### src/rtl/lmsm_pkg.sv
// Shared processor constants: LM/SM opcodes and the multi-register sequencer
// state encoding, also consumed by decode.
package lmsm_pkg;

   localparam logic [3:0] OPC_LM = 4'b0110;
   localparam logic [3:0] OPC_SM = 4'b0111;

   typedef enum logic {
      ST_IDLE = 1'b0,
      ST_SEQ  = 1'b1
   } seq_state_t;

   // True for the two multi-register memory opcodes.
   function automatic logic is_lmsm_op(input logic [3:0] opc);
      return (opc == OPC_LM) || (opc == OPC_SM);
   endfunction

endpackage

### src/rtl/lsb_onehot8.sv
// 8-bit lowest-set-bit selector: one-hot of the least significant 1, plus a
// flag for an all-zero input.
module lsb_onehot8 (
   input  logic [7:0] vec,
   output logic [7:0] onehot,
   output logic       none
);

   // Two's-complement trick isolates the lowest set bit; zero input gives zero.
   always_comb begin
      onehot = vec & (~vec + 8'd1);
      none   = (vec == 8'd0);
   end

endmodule

### src/rtl/lmsm_sequencer.sv
// LM/SM micro-op sequencer: passes ordinary instructions through and expands
// each load/store-multiple into one single-register micro-op per mask bit,
// lowest register first, holding fetch while the expansion runs.
module lmsm_sequencer
   import lmsm_pkg::*;
#(
   parameter int WIDTH = 16,
   parameter int MASKW = 8   // the selector is 8 bits wide, so this stays 8
) (
   input  logic             clk,
   input  logic             reset,
   input  logic [WIDTH-1:0] in_ir,
   input  logic [WIDTH-1:0] in_pc,
   input  logic             in_valid,
   input  logic             stall_in,
   input  logic             flush,
   output logic [WIDTH-1:0] out_ir,
   output logic [WIDTH-1:0] out_pc,
   output logic             out_valid,
   output logic [WIDTH-1:0] mem_offset,
   output logic             out_last,
   output logic             stall_fetch
);

   localparam int OFFW = $clog2(MASKW);

   seq_state_t       state_q, state_d;
   logic [MASKW-1:0] rem_q, rem_d;
   logic [OFFW-1:0]  off_q, off_d;
   logic [WIDTH-1:0] out_ir_d, out_pc_d;
   logic             out_valid_d, out_last_d;

   logic [MASKW-1:0] sel_vec, sel_onehot, rem_after;
   logic             sel_none;

   // Pick the mask being consumed: the new instruction in IDLE, the leftover bits in SEQ.
   always_comb begin
      sel_vec   = (state_q == ST_SEQ) ? rem_q : in_ir[MASKW-1:0];
      rem_after = sel_vec & ~sel_onehot;
   end

   lsb_onehot8 u_sel (
      .vec    (sel_vec),
      .onehot (sel_onehot),
      .none   (sel_none)
   );

   // Next-state and next-output decision; flush beats stall, stall freezes everything.
   always_comb begin
      state_d     = state_q;
      rem_d       = rem_q;
      off_d       = off_q;
      out_ir_d    = out_ir;
      out_pc_d    = out_pc;
      out_valid_d = out_valid;
      out_last_d  = out_last;
      if (flush) begin
         state_d     = ST_IDLE;
         rem_d       = '0;
         out_valid_d = 1'b0;
      end else if (!stall_in) begin
         case (state_q)
            ST_IDLE: begin
               if (!in_valid) begin
                  out_valid_d = 1'b0;
               end else if (!is_lmsm_op(in_ir[WIDTH-1:WIDTH-4])) begin
                  out_ir_d    = in_ir;
                  out_pc_d    = in_pc;
                  out_valid_d = 1'b1;
                  out_last_d  = 1'b1;
                  off_d       = '0;
               end else if (sel_none) begin
                  // Empty register list: nothing to transfer, instruction vanishes.
                  out_valid_d = 1'b0;
               end else begin
                  // IR[8] is not part of the micro-op encoding and is forced low.
                  out_ir_d    = {in_ir[WIDTH-1:MASKW+1], 1'b0, sel_onehot};
                  out_pc_d    = in_pc;
                  out_valid_d = 1'b1;
                  off_d       = '0;
                  rem_d       = rem_after;
                  out_last_d  = (rem_after == '0);
                  state_d     = (rem_after == '0) ? ST_IDLE : ST_SEQ;
               end
            end
            ST_SEQ: begin
               // Upper opcode/RA bits are still sitting in out_ir from the previous micro-op.
               out_ir_d    = {out_ir[WIDTH-1:MASKW+1], 1'b0, sel_onehot};
               out_valid_d = 1'b1;
               off_d       = off_q + OFFW'(1);
               rem_d       = rem_after;
               out_last_d  = (rem_after == '0);
               if (rem_after == '0) state_d = ST_IDLE;
            end
            default: state_d = ST_IDLE;
         endcase
      end
   end

   // State and registered outputs, cleared asynchronously on reset.
   always_ff @(posedge clk or posedge reset) begin
      if (reset) begin
         state_q   <= ST_IDLE;
         rem_q     <= '0;
         off_q     <= '0;
         out_ir    <= '0;
         out_pc    <= '0;
         out_valid <= 1'b0;
         out_last  <= 1'b0;
      end else begin
         state_q   <= state_d;
         rem_q     <= rem_d;
         off_q     <= off_d;
         out_ir    <= out_ir_d;
         out_pc    <= out_pc_d;
         out_valid <= out_valid_d;
         out_last  <= out_last_d;
      end
   end

   // Offset counter is narrow; present it zero-extended to the address width.
   always_comb begin
      mem_offset  = {{(WIDTH-OFFW){1'b0}}, off_q};
      stall_fetch = stall_in | (state_q == ST_SEQ);
   end

endmodule

### config.mk
export PLATFORM = sky130hd
export DESIGN_NAME = lmsm_sequencer
export DESIGN_NICKNAME = d
export VERILOG_FILES = /design/src/rtl/lmsm_pkg.sv /design/src/rtl/lsb_onehot8.sv /design/src/rtl/lmsm_sequencer.sv
export SDC_FILE = /design/constraint.sdc
export NUM_CORES = 1
export LEC_CHECK = 0
export ABC_AREA = 1
export BUFFER_PORTS_ARGS = -buffer_cell sky130_fd_sc_hd__buf_2
export CAP_MARGIN = 15
export CELL_PAD_IN_SITES_DETAIL_PLACEMENT = 0
export CELL_PAD_IN_SITES_GLOBAL_PLACEMENT = 1
export CORE_ASPECT_RATIO = 1.4
export CORE_MARGIN = 8
export CORE_UTILIZATION = 38
export DETAILED_ROUTE_END_ITERATION = 7
export HOLD_SLACK_MARGIN = 0.15
export PLACE_DENSITY_LB_ADDON = 0.1
export SLEW_MARGIN = 10
export SYNTH_ARGS = -nofsm -noshare
export SYNTH_HDL_FRONTEND = slang
export SYNTH_SLANG_ARGS = --single-unit
export TNS_END_PERCENT = 50
### constraint.sdc
create_clock -name clk -period 2.6 [get_ports clk]
set_input_delay 0.52 -clock clk [delete_from_list [all_inputs] [get_ports clk]]
set_output_delay 0.52 -clock clk [all_outputs]
set_load 0.005 [all_outputs]
[After elaboration in Yosys (flattened, before gate mapping)]
Cells that the tools add are included.
Storage, ports and cells
  bits in registers: 46
  latch bits: 0
  RAM bits: 0
  memory bits (read-only): 0
  output and inout port bits: 51
  logic and storage cells: 68
  memories: 0
Cells by class
  add/sub/neg operators: 2
  multipliers: 0
  divide/modulo/power cells: 0
  $lt $le $gt $ge: 0
  eq/ne operators: 9
  shifts and indexed selects: 0
  muxes and demuxes: 34
  bitwise gates (word level): 8
  reduce and logical (&&, ||, !) cells: 7
Operators with widths (count)
  16-bit two-way mux: 5
  8-bit two-way mux: 6
  16-bit one-hot mux with 2 select lines: 1
  8-bit AND: 2
  8-bit logical NOT: 2
  8-bit NOT: 2
  8-bit one-hot mux with 2 select lines: 1
  1-bit two-way mux: 14
  3-bit != test (second input constant): 4
  5-bit AND reduction: 2
  3-bit two-way mux: 3
  8-bit by 1-bit adder with 8-bit output (second input constant): 1
  4-bit by 3-bit equality test with 1-bit output (second input constant): 2
  4-bit AND reduction: 2
  1-bit one-hot mux with 2 select lines: 3
  3-bit one-hot mux with 2 select lines: 1
  2-bit != test (second input constant): 2
  3-bit by 1-bit adder with 3-bit output (second input constant): 1
  1-bit NOT: 3
  2-bit by 1-bit != test with 1-bit output (second input constant): 1
  1-bit logical OR: 1
  1-bit OR: 1

[Depth between registers and ports, before layout]
  word-level depth: 14
  mapped depth: 14
  gate-level depth less buffers: 13

[Modules after synthesis]
Synthesis repeated with hierarchy kept, for this count alone.
Second synthesis, totals
  cell total of the unflattened synthesis: 315
  area total of the unflattened synthesis: 2444.8 sq um
Modules (own cells, without submodules)
  lmsm_sequencer: times used 1, cells an instance 292, area each 2343.5 sq um, seq. area each 1151.1 sq um
  lsb_onehot8: times used 1, cells an instance 23, area each 101.3 sq um, seq. area each 0.0 sq um

[Worst setup path before layout]
OpenSTA, ideal clock, no wires.
  kind: register to register
  from: register state_q
  to: register out_ir[2]
  arrival time: 1.457 ns
  data required time: 2.481 ns
  path slack: 1.025 ns
  stages on the path, launching flop included: 13
  buffers on the path: 2
  period minus slack after synthesis: 1.575 ns
  cells stage by stage: dfrtp_1 > inv_2 > buf_6 > nand2_1 > nand2_1 > nand2_2 > nor2_4 > nand3b_4 > nand3_2 > nand2_2 > buf_6 > o21ai_1 > nand2_1
Between the ends
  longest elaborated chain between the ends: 8
RTL lines
  from (decl): line lmsm_sequencer.sv:27  | seq_state_t state_q, state_d;
  from (signal assigned): line lmsm_sequencer.sv:111  | state_q <= state_d;
  8-bit two-way mux: line lmsm_sequencer.sv:38  | sel_vec = (state_q == ST_SEQ) ? rem_q : in_ir[MASKW-1:0];
  8-bit NOT: line lsb_onehot8.sv:11  | onehot = vec & (~vec + 8'd1);
  8-bit by 1-bit adder with 8-bit output: line lsb_onehot8.sv:11
  8-bit AND: line lsb_onehot8.sv:11
  16-bit two-way mux: line lmsm_sequencer.sv:72  | end else if (sel_none) begin
  16-bit two-way mux: line lmsm_sequencer.sv:66  | end else if (!is_lmsm_op(in_ir[WIDTH-1:WIDTH-4])) begin
  16-bit two-way mux: line lmsm_sequencer.sv:64  | if (!in_valid) begin
  16-bit one-hot mux with 2 select lines: line lmsm_sequencer.sv:62  | case (state_q)
  to (signal assigned): line lmsm_sequencer.sv:114  | out_ir <= out_ir_d;
  to (decl): line lmsm_sequencer.sv:17  | output logic [WIDTH-1:0] out_ir,
Several ways; a longest one is shown, not always the timed one. The select of a mux whose other input is x is not followed.
A chain may end at the register's enable or synchronous reset.

[Final worst setup path]
  from: register state_q
  to: register out_pc[8]
Between the ends
  longest elaborated chain between the ends: 4
RTL lines
  8-bit two-way mux: line lmsm_sequencer.sv:38
  8-bit logical NOT: line lsb_onehot8.sv:12  | none = (vec == 8'd0);
  2-bit != test (no source line)
  5-bit AND reduction (no source line) *
  to (signal assigned): line lmsm_sequencer.sv:115  | out_pc <= out_pc_d;
  to (decl): line lmsm_sequencer.sv:18  | output logic [WIDTH-1:0] out_pc,
Mark *: on every way between the ends. The rest lies on a longest branch, timed or not.

==> qor.csv <==
metric;value;unit
status;completed;
drc_errors;0;
drt_pass1_iterations;4;
irDropWorstVdd;0.2911;mV
syn_area_per_cell;8.110;sq um
row_count;35;
cts_sinks;45;
layout_common_cells;nand2_1 (102), buf_2 (74), inv_1 (47), dfrtp_1 (45), o21ai_2 (20);
endpoint_kind;flip-flop;
setup_tns;0;ns
holdBufCountCts;0;
setup_slack;0.3828;ns
setup_viol;0;
maxCapViolCount;0;
rsz0062_at_grt;no;
final_cell_count_no_fill;454;
die_w;84.19;um
die-area;0.009384;sq mm
ys_ff_latch;45;
routedWlPerCell;13.18;um
track_usage;12.85;%
clkTransAtPathRegs;0.08;ns
critical_path_arrival;2.44;ns
viasPerCell;4.370;
nFillCells;684;
clockBufferDepth;2;
vias;1984;
fmax;0.4510;GHz
seq_area_frac_synth;45.52;%
core;0.006437;sq mm
hold_path.class;in2async;
cp.required;2.83;ns
area_growth_syn_to_layout;18.11;%
grt_antenna_before_repair;0;
p_per_area;569.5;mW/mm^2
io_pins;88;
insertion_delay;0.30;ns
ant_nets;0;
post_cts_buffers;0;
start_kind;flip-flop;
finalPower;1.664;mW
place_inst;447;
grt_pass1_wl;9977;um
die_y;111.5;um
placed_area;0.002840;sq mm
tightestPinTransition;0.6185;ns
ff2ff_setup_slack;0.38;ns
design_area;0.002922;sq mm
root_buffer;clkbuf_8;
yosysUniqueCellTypes;28;
drv_slew;0;
max_stage_delay;0.64;ns
critPathMaxFanout;27;
hold_viol_final;0;
worstPathCellList;inv_2 > nand2_2 > nand3_2 > nor2_4 > nand3b_4 > nand4_4 > buf_12 > nand2_1 > o21ai_2;
cts_htree_levels;2;
worstSetupPathType;reg2reg;
final.setup_skew;0.005595;ns
dp_hpwl;4798;um
cp_slowest_cell;dfrtp_1;
cts_resized;0;
grt_overflow_total;0;
wirelength;5982;um
p_leak;1.723;nW
ys_warn_count;0;
period_needed;2.217;ns
syn_area;0.002474;sq mm
routabilityCongestion;0.8136;
tritoncts;done;
n_antenna_cell;0;
layout_commonest_cell;nand2_1;
finalCritPeriodShare;85.28;%
initial_core_util;38.43;%
final_layout_size_suffix_gt1_share;33.16;%
relSlewSlack;58.71;%
grt_pass1_vias;2067;
drt_iter0_drc;103;
grt_max_degree;30;
synth_cells;305;
fin_nets;418;
port_buffers;74;
place_ws;0.3772;ns
cts_buffers;5;
routing by layer:
metal  vias to the layer above  GRT usage (%)  share of wire (%)
met1                       866          14.57                 42
met4                         0          4.509                1.4
met3                         6          4.456                6.8
met2                        66          21.62                 50
li1                       1046              -                  -
met5                         -              0                  0
area by class of cell:
cell class	instances	area [sq um]	area share (%)
Clock buffer	6	72.57	2.484
Inverter	51	191.4	6.552
Tap cell	74	92.59	3.169
Timing Repair Buffer	78	412.9	14.13
Multi-Input combinational cell	199	1017	34.82
Clock inverter	1	8.758	0.2998
Sequential cell	45	1126	38.54
kinds of logic (layout without fill, tap and decap cells):
logic type | Yosys count | count (layout) | synth area share [%]
other | 1 | 13 | 0.1516
and+or+nand+nor | 143 | 143 | 26.25
buffers and inverters | 73 | 136 | 15.17
AOI/OAI and AO/OA | 41 | 41 | 12.04
adders and majority gates | 1 | 1 | 0.5057
xor gates and xnor gates | 1 | 1 | 0.3541
DFF | 45 | 45 | 45.52
sequential cells by signal (all words and copies together), names as in the netlist:
register   flops
off_q          3
out_ir        16
out_last       1
out_pc        16
out_valid      1
rem_q          7
state_q        1
per-stage QoR:
stage	hold slack (ns)	util, %
4_1_cts	0.3118	45.38
2_1_floorplan	0.4417	-
3_5_place_dp	0.4581	44.12
5_1_grt	0.3480	45.38
6_report	0.2911	45.38
3_3_place_gp	0.4551	44.12
final timing paths:
| kind | depth (start not counted) | end | startpoint |
|---|---|---|---|
| hold reg to reg | 2 | out_ir[6] | out_ir[6] |
| hold / removal | 2 | out_ir[14] | reset |
| setup reg to reg | 9 | out_pc[8] | state_q |
| setup / recovery | 9 | out_pc[8] | state_q |
| max in group asynchronous | 3 | rem_q[1] | reset |
| min in group clk | 3 | out_ir[10] | in_ir[10] |
Yosys cell counts (all sizes together):
cell type | n | area [sq um]
nand2 | 111 | 439.2
inv | 51 | 191.4
dfrtp | 45 | 1126
o21ai | 34 | 245.2
buf | 21 | 180.2
nand3 | 15 | 85.08
nor2 | 10 | 52.55
a21oi | 5 | 40.04
or2 | 3 | 18.77
nand3b | 2 | 27.53
o22ai | 2 | 12.51
clkbuf | 1 | 3.750
conb | 1 | 3.750
ha | 1 | 12.51
nand4 | 1 | 21.27
nor3 | 1 | 5.000
xor2 | 1 | 8.760
worst max-delay path, delay by kind of cell (launching register included):
kind / cells / cell delay [ns]
buffers and inverters: 2 / 0.47
DFF: 1 / 0.64
and+or+nand+nor: 6 / 0.96
AOI/OAI and AO/OA: 1 / 0.05
where the power goes:
group | internal (mW) | leakage, nW | switching, mW | total (mW)
combinational | 0.172 | 1.11 | 0.212 | 0.384
clock | 0.186 | 0.0412 | 0.236 | 0.422
sequential | 0.799 | 0.576 | 0.0592 | 0.858
total | 1.16 | 1.72 | 0.507 | 1.66
Power figures use the tool's default switching activity.
